==> config.mk <==
export PLATFORM = sky130hd
export DESIGN_NAME = mux_arbiter
export DESIGN_NICKNAME = d
export VERILOG_FILES = /design/src/rtl/cpu_pkg.sv /design/src/rtl/mux_arbiter_mux.sv /design/src/rtl/mux_arbiter.sv
export SDC_FILE = /design/constraint.sdc
export NUM_CORES = 1
export LEC_CHECK = 0
export ABC_CLOCK_PERIOD_IN_PS = 4360
export CORE_AREA = 8 8 55 57
export CTS_CLUSTER_DIAMETER = 60
export DETAILED_ROUTE_END_ITERATION = 8
export DIE_AREA = 0 0 63 65
export GPL_TIMING_DRIVEN = 0
export PLACE_DENSITY = 0.76
export SLEW_MARGIN = 20
export SYNTH_ARGS = -nofsm -noshare
export SYNTH_HDL_FRONTEND = slang
export SYNTH_SLANG_ARGS = --single-unit
==> constraint.sdc <==
create_clock -name clk -period 4.36 [get_ports clk]
set_input_delay 0.654 -clock clk [delete_from_list [all_inputs] [get_ports clk]]
set_output_delay 0.654 -clock clk [all_outputs]
set_load 0.02 [all_outputs]
==> src/rtl/cpu_pkg.sv <==
// -----------------------------------------------------------------------------
// cpu_pkg
// Shared definitions for the 8-bit CPU datapath blocks.
//   - DEFAULT_DATA_W : width of the shared 9-bit data multiplexor.
//   - arb_state_t    : state encoding of the mux arbiter FSM.
// -----------------------------------------------------------------------------
package cpu_pkg;

    localparam int DEFAULT_DATA_W = 32'd9;

    typedef enum logic [1:0] {
        IDLE  = 2'd0,
        OWN_A = 2'd1,
        OWN_B = 2'd2
    } arb_state_t;

endpackage

==> src/rtl/mux_arbiter_mux.sv <==
// -----------------------------------------------------------------------------
// Multiplexor
// The shared 2:1 data multiplexor of the datapath.
// Ports:
//   in0  : data selected when sel = 0
//   in1  : data selected when sel = 1
//   sel  : select
//   dout : selected data
// -----------------------------------------------------------------------------
module Multiplexor #(
    parameter int WIDTH = 32'd9
) (
    input  logic [WIDTH-1:0] in0,
    input  logic [WIDTH-1:0] in1,
    input  logic             sel,
    output logic [WIDTH-1:0] dout
);

    // Plain 2:1 selection.
    always_comb begin
        dout = in0;
        if (sel) begin
            dout = in1;
        end else begin
            dout = in0;
        end
    end

endmodule

==> src/rtl/mux_arbiter.sv <==
// -----------------------------------------------------------------------------
// mux_arbiter
// Round-robin arbiter/sequencer for the shared 2:1 data mux. Grants the path
// to requester A or B for a whole burst, drives the mux select and presents
// the selected beat through one registered valid/ready output stage. A beat
// counter forces a handoff when the owner would otherwise starve a waiting
// requester.
// Ports:
//   clk, rst                     : clock, synchronous active-high reset
//   validA/dataINA/lastA/readyA  : requester A handshake
//   validB/dataINB/lastB/readyB  : requester B handshake
//   dataOUT/validOUT/lastOUT     : registered output beat
//   readyOUT                     : consumer accepts the output beat
//   sel                          : mux select (1 only while B owns the path)
//   busy                         : a grant is held
// -----------------------------------------------------------------------------
module mux_arbiter
    import cpu_pkg::*;
#(
    parameter int DATA_W    = DEFAULT_DATA_W,
    parameter int MAX_BURST = 32'd4
) (
    input  logic              clk,
    input  logic              rst,
    input  logic              validA,
    input  logic [DATA_W-1:0] dataINA,
    input  logic              lastA,
    output logic              readyA,
    input  logic              validB,
    input  logic [DATA_W-1:0] dataINB,
    input  logic              lastB,
    output logic              readyB,
    output logic [DATA_W-1:0] dataOUT,
    output logic              validOUT,
    output logic              lastOUT,
    input  logic              readyOUT,
    output logic              sel,
    output logic              busy
);

    localparam int CNT_W = (MAX_BURST > 32'd1) ? $clog2(MAX_BURST) : 32'd1;
    localparam logic [CNT_W-1:0] CNT_TOP = CNT_W'(MAX_BURST - 32'd1);

    arb_state_t        state_r;
    arb_state_t        next_state_s;
    logic              lastgrant_r;
    logic [CNT_W-1:0]  beatcnt_r;
    logic [DATA_W-1:0] dataout_r;
    logic              validout_r;
    logic              lastout_r;

    logic [DATA_W-1:0] mux_data_s;
    logic              sel_s;
    logic              can_load_s;
    logic              own_valid_s;
    logic              own_last_s;
    logic              other_valid_s;
    logic              accept_s;
    logic              forced_s;
    logic              release_s;

    // The external mux follows the state register, so it is aligned with ready.
    assign sel_s      = (state_r == OWN_B);
    assign can_load_s = !validout_r || readyOUT;

    Multiplexor #(
        .WIDTH (DATA_W)
    ) u_mux (
        .in0  (dataINA),
        .in1  (dataINB),
        .sel  (sel_s),
        .dout (mux_data_s)
    );

    // Decode the current owner's and the other requester's handshake inputs.
    always_comb begin
        own_valid_s   = 1'b0;
        own_last_s    = 1'b0;
        other_valid_s = 1'b0;
        case (state_r)
            OWN_A: begin
                own_valid_s   = validA;
                own_last_s    = lastA;
                other_valid_s = validB;
            end
            OWN_B: begin
                own_valid_s   = validB;
                own_last_s    = lastB;
                other_valid_s = validA;
            end
            default: begin
                own_valid_s   = 1'b0;
                own_last_s    = 1'b0;
                other_valid_s = 1'b0;
            end
        endcase
    end

    assign accept_s  = own_valid_s && can_load_s;
    // Forcing only applies when the other side is actually waiting; a lone
    // owner keeps streaming with the counter parked at its top value.
    assign forced_s  = (beatcnt_r == CNT_TOP) && other_valid_s;
    assign release_s = accept_s && (own_last_s || forced_s);

    // Next-state arbitration; a release hands over directly when the other waits.
    always_comb begin
        next_state_s = state_r;
        case (state_r)
            IDLE: begin
                if (validA && validB) begin
                    next_state_s = lastgrant_r ? OWN_A : OWN_B;
                end else if (validA) begin
                    next_state_s = OWN_A;
                end else if (validB) begin
                    next_state_s = OWN_B;
                end else begin
                    next_state_s = IDLE;
                end
            end
            OWN_A: begin
                if (release_s) begin
                    next_state_s = validB ? OWN_B : IDLE;
                end else begin
                    next_state_s = OWN_A;
                end
            end
            OWN_B: begin
                if (release_s) begin
                    next_state_s = validA ? OWN_A : IDLE;
                end else begin
                    next_state_s = OWN_B;
                end
            end
            default: begin
                next_state_s = IDLE;
            end
        endcase
    end

    // State register.
    always_ff @(posedge clk) begin
        if (rst) begin
            state_r <= IDLE;
        end else begin
            state_r <= next_state_s;
        end
    end

    // Last owner; resets to B so that A wins the first tie.
    always_ff @(posedge clk) begin
        if (rst) begin
            lastgrant_r <= 1'b1;
        end else if (release_s) begin
            lastgrant_r <= (state_r == OWN_B);
        end else begin
            lastgrant_r <= lastgrant_r;
        end
    end

    // Beat counter, cleared on release and saturating at MAX_BURST-1.
    always_ff @(posedge clk) begin
        if (rst) begin
            beatcnt_r <= {CNT_W{1'b0}};
        end else if (release_s) begin
            beatcnt_r <= {CNT_W{1'b0}};
        end else if (accept_s && (beatcnt_r != CNT_TOP)) begin
            beatcnt_r <= beatcnt_r + {{(CNT_W-1){1'b0}}, 1'b1};
        end else begin
            beatcnt_r <= beatcnt_r;
        end
    end

    // Output stage: load on accept, drain on consumer ready, otherwise hold.
    always_ff @(posedge clk) begin
        if (rst) begin
            dataout_r  <= {DATA_W{1'b0}};
            validout_r <= 1'b0;
            lastout_r  <= 1'b0;
        end else if (accept_s) begin
            dataout_r  <= mux_data_s;
            validout_r <= 1'b1;
            lastout_r  <= own_last_s || forced_s;
        end else if (readyOUT) begin
            dataout_r  <= dataout_r;
            validout_r <= 1'b0;
            lastout_r  <= lastout_r;
        end else begin
            dataout_r  <= dataout_r;
            validout_r <= validout_r;
            lastout_r  <= lastout_r;
        end
    end

    assign readyA   = (state_r == OWN_A) && can_load_s;
    assign readyB   = (state_r == OWN_B) && can_load_s;
    assign sel      = sel_s;
    assign busy     = (state_r != IDLE);
    assign dataOUT  = dataout_r;
    assign validOUT = validout_r;
    assign lastOUT  = lastout_r;

endmodule

; Yosys cells after proc, flatten, opt, wreduce, memory -nomap -nowiden
; Cells that the tools add are included.
[totals]
in_bits = 25
ramBits = 0
rom_bits = 0
latchBits = 0
register_bits = 16
word_cells = 39
memories = 0
[op_classes]
mux = 14
reduce_logical = 14
add_sub_neg = 1
bitwise = 0
shifts = 0
eq_ne = 4
order_cmp = 0
div = 0
mul = 0
[ops]
columns = operator, count
row1 = $mux 2, 6
row2 = $mux 9, 1
row3 = $logic_and 1x1->1, 7
row4 = $pmux 1 s2, 3
row5 = $pmux 2 s3, 1
row6 = $eq 2x2->1 const B, 2
row7 = $reduce_bool 2->1, 2
row8 = $mux 1, 3
row9 = $add 2x1->2 const B, 1
row10 = $eq 2x1->1 const B, 1
row11 = $logic_not 2->1, 1
row12 = $logic_or 1x1->1, 2
row13 = $ne 2x2->1 const B, 1
row14 = $reduce_or 2->1, 1
row15 = $logic_not 1->1, 1

; Logic depth before layout (Yosys ltp)
; Gate-level depths: netlist of run 1.
[depth]
ltp_word = 7
depth_mapped = 7
depth_no_buf = 6

; Cells and area by module
; A second synthesis of run 1 with hierarchy kept.
[unflattened]
hier_cells = 94
area_unflattened_um2 = 949.7
[by_module_without_submodules]
columns = module, n_inst, area_per_inst_um2, cells_each
row1 = mux_arbiter, 1, 803.3, 84
row2 = Multiplexor, 1, 146.4, 10

; Worst setup path after synthesis of run 1
; No wires, ideal clock.
[synth_path]
path_kind = register to output
startpoint = reg state_r[0]
endpoint = out readyB
t_required_ns = 3.706
path_slack_ns = 2.330
t_arrival_ns = 1.376
path_stages_with_launch = 6
cell_sequence = dfxtp_1 > inv_1 > ha_1 > buf_2 > buf_2 > and2_1
[synth_via]
elab_chain_len = 2
[synth_rtl]
columns = element, line
row1 = from (decl), mux_arbiter.sv:44  ; arb_state_t state_r;
row2 = from (signal assigned), mux_arbiter.sv:145  ; state_r <= next_state_s;
row3 = $eq 2x2->1, --
row4 = named net sel, mux_arbiter.sv:37  ; output logic sel,
row5 = $logic_and 1x1->1, mux_arbiter.sv:195  ; assign readyB = (state_r == OWN_B) && can_load_s;
row6 = to (decl), mux_arbiter.sv:32  ; output logic readyB,
; The timed path passes the listed nets, and every way through them passes these cells.

; Worst setup path in the final report of run 1
[layout_path]
startpoint = reg state_r[0]
endpoint = out readyB
[layout_via]
elab_chain_len = 2
[layout_rtl]
columns = element, line
row1 = $eq 2x2->1, mux_arbiter.sv:195
row2 = $logic_and 1x1->1, mux_arbiter.sv:195
; No other way between the ends.

==> results of run 1 <==
final cells by class:
type,instances,area (µm²),share of cell area
inverters,4,15.0,0.0111
well taps,28,35.0,0.0260
repair buffers,38,380,0.282
clock buffers,4,36.3,0.0269
multi-input cells,73,518,0.384
plain buffers,6,42.5,0.0316
flip-flops and latches,16,320,0.238
synthesized netlist by cell type:
| master | n | area (µm²) |
|---|---|---|
| dfxtp_1 | 16 | 320 |
| a22o_1 | 1 | 8.76 |
| inv_1 | 4 | 15.0 |
| clkbuf_1 | 2 | 7.51 |
| a31oi_1 | 1 | 6.26 |
| and2_1 | 2 | 12.5 |
| and3_2 | 1 | 7.51 |
| nand3b_1 | 1 | 7.51 |
| ha_1 | 6 | 75.1 |
| nand2b_1 | 1 | 6.26 |
| buf_2 | 2 | 10.0 |
| a211oi_1 | 10 | 75.1 |
| o22ai_1 | 2 | 12.5 |
| nand3_4 | 1 | 17.5 |
| a211oi_2 | 1 | 12.5 |
| o21ai_0 | 2 | 10.0 |
| clkbuf_8 | 1 | 13.8 |
| buf_6 | 1 | 11.3 |
| nor2_1 | 14 | 52.6 |
| or3_1 | 1 | 6.26 |
| mux2i_1 | 10 | 100 |
| nand2_1 | 12 | 45.0 |
| a21oi_1 | 3 | 15.0 |
| a31o_2 | 1 | 8.76 |
| a31oi_2 | 1 | 12.5 |
| a22o_4 | 1 | 17.5 |
| a32oi_1 | 1 | 8.76 |
stage by stage:
step           worst slack [ns]  hold slack (ns)  power, µW
6_report                   1.58            0.468        413
5_1_grt                    1.47            0.529        439
4_1_cts                    1.55            0.472        419
3_5_place_dp               1.63            0.458        323
3_3_place_gp               1.65            0.452        320
2_1_floorplan              2.33            0.466        258
state kept, by name, indices dropped and copies added, names as in the netlist:
signal       count
state_r          2
lastgrant_r      1
lastOUT          1
dataOUT          9
beatcnt_r        2
validOUT         1
cell families (layout without fill, tap and decap cells):
kind of cell               Yosys count  in the layout  synth area share
and+or+nand+nor                     33             33             0.173
AOI/OAI and AO/OA                   24             24             0.209
DFF                                 16             16             0.358
muxes                               10             10             0.112
buffers and inverters               10             52            0.0642
adders and majority gates            6              6            0.0838
worst max-delay path: stages (launching register included):
cell	delay (ns)
dfxtp_1	0.34
inv_1	0.11
ha_1	0.16
buf_2	0.20
buf_2	0.28
and2_1	0.16
clkdlybuf4s50_1	0.60
layer usage:
metal,up-vias,track usage,wire length (µm)
met1,362,0.128,988
met5,-,0,0
li1,432,-,-
met4,0,0.0427,11
met3,2,0.0550,240
met2,31,0.179,1010
worst paths after layout:
| path | slack, ns | end | cells past startpoint |
|---|---|---|---|
| worst max-delay path | 1.58 | readyB | 6 |
| worst min-delay path | 0.47 | lastOUT | 2 |
| worst max register to register | 2.53 | state_r[0] | 7 |
| worst min register to register | 0.47 | lastOUT | 2 |
power by group through the flow:
stage	sequential (µW)	combinational, µW	clock, µW
2_1_floorplan	179	78.9	0
3_3_place_gp	169	151	0
3_5_place_dp	170	153	0
4_1_cts	166	154	99.1
5_1_grt	168	166	105
6_report	166	151	95.1
==> results.sh, run 1 <==
export IMPL_status="finished, final reports clean"
export IMPL_post_cts_setup_buffers=0
export IMPL_grt_pass1_wl_um=3910
export IMPL_via_count=827
export IMPL_min_period_ns=2.78
export IMPL_ant_nets=0
export IMPL_cp_max_fo=10
export IMPL_p_leak_uw=0.000499
export IMPL_die_width_um=63
export IMPL_cts_resized=0
export IMPL_p_switching_uw=125
export IMPL_dp_hpwl_um=1830
export IMPL_drtIter0Drc=8
export IMPL_final_cell_mix="clkdlybuf4s50_1, dfxtp_1, nor2_1"
export IMPL_final_setup_viol_count=0
export IMPL_finalSetupTns_ns=0
export IMPL_r2r_start="state_r[1]"
export IMPL_dr_pass1_iters=4
export IMPL_synth_warnings=0
export IMPL_clock_skew_ns=0.00756
export IMPL_avgSynthCellArea_um2=9.05
export IMPL_wl_um=2250
export IMPL_clkPwrFrac=0.230
export IMPL_power_internal_uw=287
export IMPL_first_global_vias=862
export IMPL_grt_max_degree=11
export IMPL_worstHoldStart="lastOUT"
export IMPL_cp_end_kind="output port"
export IMPL_dieHeight_um=65
export IMPL_antenna_cells=0
export IMPL_drc=0
export IMPL_worstSkewPairLatency_ns=0.28
export IMPL_synth_seq_cells=16
export IMPL_antenna_found_initial=0
export IMPL_maxSlewViolCount=0
export IMPL_fmax_mhz=360
export IMPL_drive_above_1_share=0.0993
export IMPL_yosysSeqAreaShare=0.358
export IMPL_relSlewSlack=0.704
export IMPL_pwr_share_seq=0.403
export IMPL_grt_ovfl_total=0
export IMPL_worstMarginPinSlew_ns=0.444
export IMPL_crit_start="state_r[0]"
export IMPL_peakVddDrop_uv=211
export IMPL_clk_path_buf_depth=2
export IMPL_required_ns=3.71
export IMPL_layout_area_overhead_vs_synth_pct=50.4
export IMPL_num_io_pins=40
export IMPL_port_buffers=38
export IMPL_worst_setup_path_start_kind="flip-flop"
export IMPL_place_area_mm2=0.00131
export IMPL_p_comb_frac=0.367
export IMPL_yosysUniqueCellTypes=27
export IMPL_hold_path_class="flip-flop to flip-flop"
export IMPL_p_sw_frac=0.304
export IMPL_cts_buffers_inserted=3
export IMPL_core_mm2=0.00215
export IMPL_cts_tree="yes"
export IMPL_start_util=0.417
export IMPL_grtUsageTotal=0.113
export IMPL_arrival_ns=2.12
export IMPL_dieArea_mm2=0.00410
export IMPL_nNetsFinal=173
export IMPL_dp_cells=165
export IMPL_gp_congestion=0.844
export IMPL_num_fill_cells=173
export IMPL_critPathKind="flip-flop to output port"
export IMPL_clk_pin_slew_ns=0.10
export IMPL_cts_hold_buffers=0
export IMPL_fin_crit_sh=0.637
export IMPL_rsz0062_at_grt="false"
export IMPL_hold_viol_final=0
export IMPL_rows=17
export IMPL_clockRootBuffer="clkbuf_4"
export IMPL_cap_violations=0
export IMPL_syn_nets=130
export IMPL_viasPerCell=4.89
export IMPL_fin_area_mm2=0.00135
export IMPL_power_density_mw_per_mm2=306
export IMPL_cts_sinks=16
export IMPL_layoutNonFillerInstCount=169
export IMPL_syn_cell_area_um2=896
export IMPL_htree_levels=1
export IMPL_fin_util=0.627
export IMPL_wire_per_inst_um=13.3
export IMPL_netlist_instances=99
export IMPL_final_common_cell="clkdlybuf4s50_1"
No activity file was read; power rests on OpenSTA's default activity.
==> run 2: changes to the inputs <==
--- a/config.mk
+++ b/config.mk
@@ -5,13 +5,13 @@
 export SDC_FILE = /design/constraint.sdc
 export NUM_CORES = 1
 export LEC_CHECK = 0
-export ABC_CLOCK_PERIOD_IN_PS = 4360
-export CORE_AREA = 8 8 55 57
+export ABC_CLOCK_PERIOD_IN_PS = 2300
+export CORE_AREA = 8 8 73 50
 export CTS_CLUSTER_DIAMETER = 60
 export DETAILED_ROUTE_END_ITERATION = 8
-export DIE_AREA = 0 0 63 65
+export DIE_AREA = 0 0 81 58
 export GPL_TIMING_DRIVEN = 0
-export PLACE_DENSITY = 0.76
+export PLACE_DENSITY = 0.68
 export SLEW_MARGIN = 20
 export SYNTH_ARGS = -nofsm -noshare
 export SYNTH_HDL_FRONTEND = slang
==> constraint.sdc (replaced) <==
create_clock -name clk -period 2.3 [get_ports clk]
set_input_delay 0.345 -clock clk [delete_from_list [all_inputs] [get_ports clk]]
set_output_delay 0.345 -clock clk [all_outputs]
set_load 0.02 [all_outputs]
==> results.sh, run 2 (synthesized netlist as in run 1, its figures left out) <==
export IMPL_worstMarginPinSlew_ns=0.477
export IMPL_grtUsageTotal=0.114
export IMPL_p_leak_uw=0.000511
export IMPL_maxSlewViolCount=0
export IMPL_dieHeight_um=58
export IMPL_p_switching_uw=258
export IMPL_die_width_um=81
export IMPL_p_sw_frac=0.300
export IMPL_port_buffers=38
export IMPL_first_global_vias=923
export IMPL_dp_hpwl_um=2080
export IMPL_power_internal_uw=601
export IMPL_final_cell_mix="clkdlybuf4s50_1, dfxtp_1, nor2_1"
export IMPL_cts_tree="yes"
export IMPL_cts_sinks=16
export IMPL_dieArea_mm2=0.00470
export IMPL_clockRootBuffer="clkbuf_8"
export IMPL_peakVddDrop_uv=295
export IMPL_dr_pass1_iters=4
export IMPL_grt_pass1_wl_um=4310
export IMPL_drtIter0Drc=14
export IMPL_core_mm2=0.00263
export IMPL_cts_buffers_inserted=3
export IMPL_pwr_share_seq=0.368
export IMPL_hold_viol_final=0
export IMPL_pre_cts_slack_ns=0.0885
export IMPL_layout_area_overhead_vs_synth_pct=53.5
export IMPL_clk_path_buf_depth=2
export IMPL_nNetsFinal=173
export IMPL_critPathKind="flip-flop to output port"
export IMPL_drive_above_1_share=0.0993
export IMPL_status="finished, final reports clean"
export IMPL_wire_per_inst_um=14.8
export IMPL_gp_congestion=0.873
export IMPL_grt_ovfl_total=0
export IMPL_final_setup_viol_count=0
export IMPL_largest_reg_flops=9
export IMPL_hold_ws_ns=0.469
export IMPL_htree_levels=1
export IMPL_rows=15
export IMPL_drc=0
export IMPL_finalSetupTns_ns=0
export IMPL_p_comb_frac=0.343
export IMPL_clock_skew_ns=0.00400
export IMPL_timing_final_ws_setup_ns=0.177
export IMPL_ant_nets=0
export IMPL_antenna_cells=0
export IMPL_viasPerCell=4.93
export IMPL_power_density_mw_per_mm2=624
export IMPL_via_count=863
export IMPL_relSlewSlack=0.682
export IMPL_clk_pin_slew_ns=0.07
export IMPL_num_io_pins=40
export IMPL_hold_path_class="flip-flop to flip-flop"
export IMPL_worst_setup_path_start_kind="flip-flop"
export IMPL_fmax_mhz=471
export IMPL_rsz0062_at_grt="false"
export IMPL_required_ns=1.96
export IMPL_post_cts_setup_buffers=0
export IMPL_fin_util=0.523
export IMPL_arrival_ns=1.78
export IMPL_antenna_found_initial=0
export IMPL_grt_max_degree=11
export IMPL_clkPwrFrac=0.289
export IMPL_cp_max_fo=10
export IMPL_cap_violations=0
export IMPL_worstSkewPairLatency_ns=0.25
export IMPL_wl_um=2590
export IMPL_fin_crit_sh=0.923
export IMPL_start_util=0.341
export IMPL_cp_end_kind="output port"
export IMPL_min_period_ns=2.12
export IMPL_final_common_cell="clkdlybuf4s50_1"
==> run 2: what timing repair did <==
action,4_1_cts,5_1_grt
setup endpoints to repair,1,0
hold buffers,0,0
resized for setup,2,0
==> run 2: power by group through the flow <==
| stage | sequential, µW | clock [µW] | combinational (µW) |
|---|---|---|---|
| final | 316 | 248 | 294 |
| after global routing | 319 | 267 | 323 |
| after CTS | 316 | 253 | 297 |
| after floorplan | 340 | 0 | 150 |
| after detailed placement | 322 | 0 | 295 |
| after global placement | 321 | 0 | 290 |
==> run 2: final cells by class <==
class | count | area (µm²)
buffer | 6 | 45.0
clock buffer | 4 | 55.1
fill | 249 | 1250
inverter | 4 | 15.0
multi-input combinational | 73 | 518
sequential | 16 | 320
tap | 34 | 42.5
timing repair buffer | 38 | 379
==> run 2: stage by stage <==
| stage | total power [µW] | instance area [µm²] | cells |
|---|---|---|---|
| final | 859 | 1380 | 175 |
| after global routing | 909 | 1380 | 175 |
| after CTS | 866 | 1380 | 175 |
| after detailed placement | 617 | 1320 | 171 |
| after global placement | 611 | 1320 | 171 |
| after floorplan | 489 | 896 | 99 |
==> run 2: worst paths after layout <==
kind | start | endpoint | slack (ns) | cells past startpoint
setup / recovery | state_r[0] | readyB | 0.18 | 6
hold / removal | lastOUT | lastOUT | 0.47 | 2
setup reg to reg | state_r[1] | state_r[0] | 0.49 | 7
hold reg to reg | lastOUT | lastOUT | 0.47 | 2
==> run 2: metal layers <==
metal / part of all wire / GRT usage / vias to the layer above / wire length, µm
met2: 0.46 / 0.182 / 31 / 1180
li1: - / - / 437 / -
met3: 0.089 / 0.0602 / 0 / 229
met4: 0 / 0 / 0 / 0
met5: 0 / 0 / - / 0
met1: 0.45 / 0.141 / 395 / 1170
==> run 2: critical path: stages, from the launching register on <==
cell and delay (ns):
dfxtp_1 0.33, inv_1 0.11, ha_1 0.18, buf_2 0.21, buf_4 0.23, and2_1 0.14, dlygate4sd2_1 0.33
==> run 3: changes to the inputs <==
--- a/config.mk
+++ b/config.mk
@@ -16,3 +16,4 @@
 export SYNTH_ARGS = -nofsm -noshare
 export SYNTH_HDL_FRONTEND = slang
 export SYNTH_SLANG_ARGS = --single-unit
+export TNS_END_PERCENT = 50
==> results of run 3 <==
The final DEF is identical to that of run 2; final timing and power are the same.
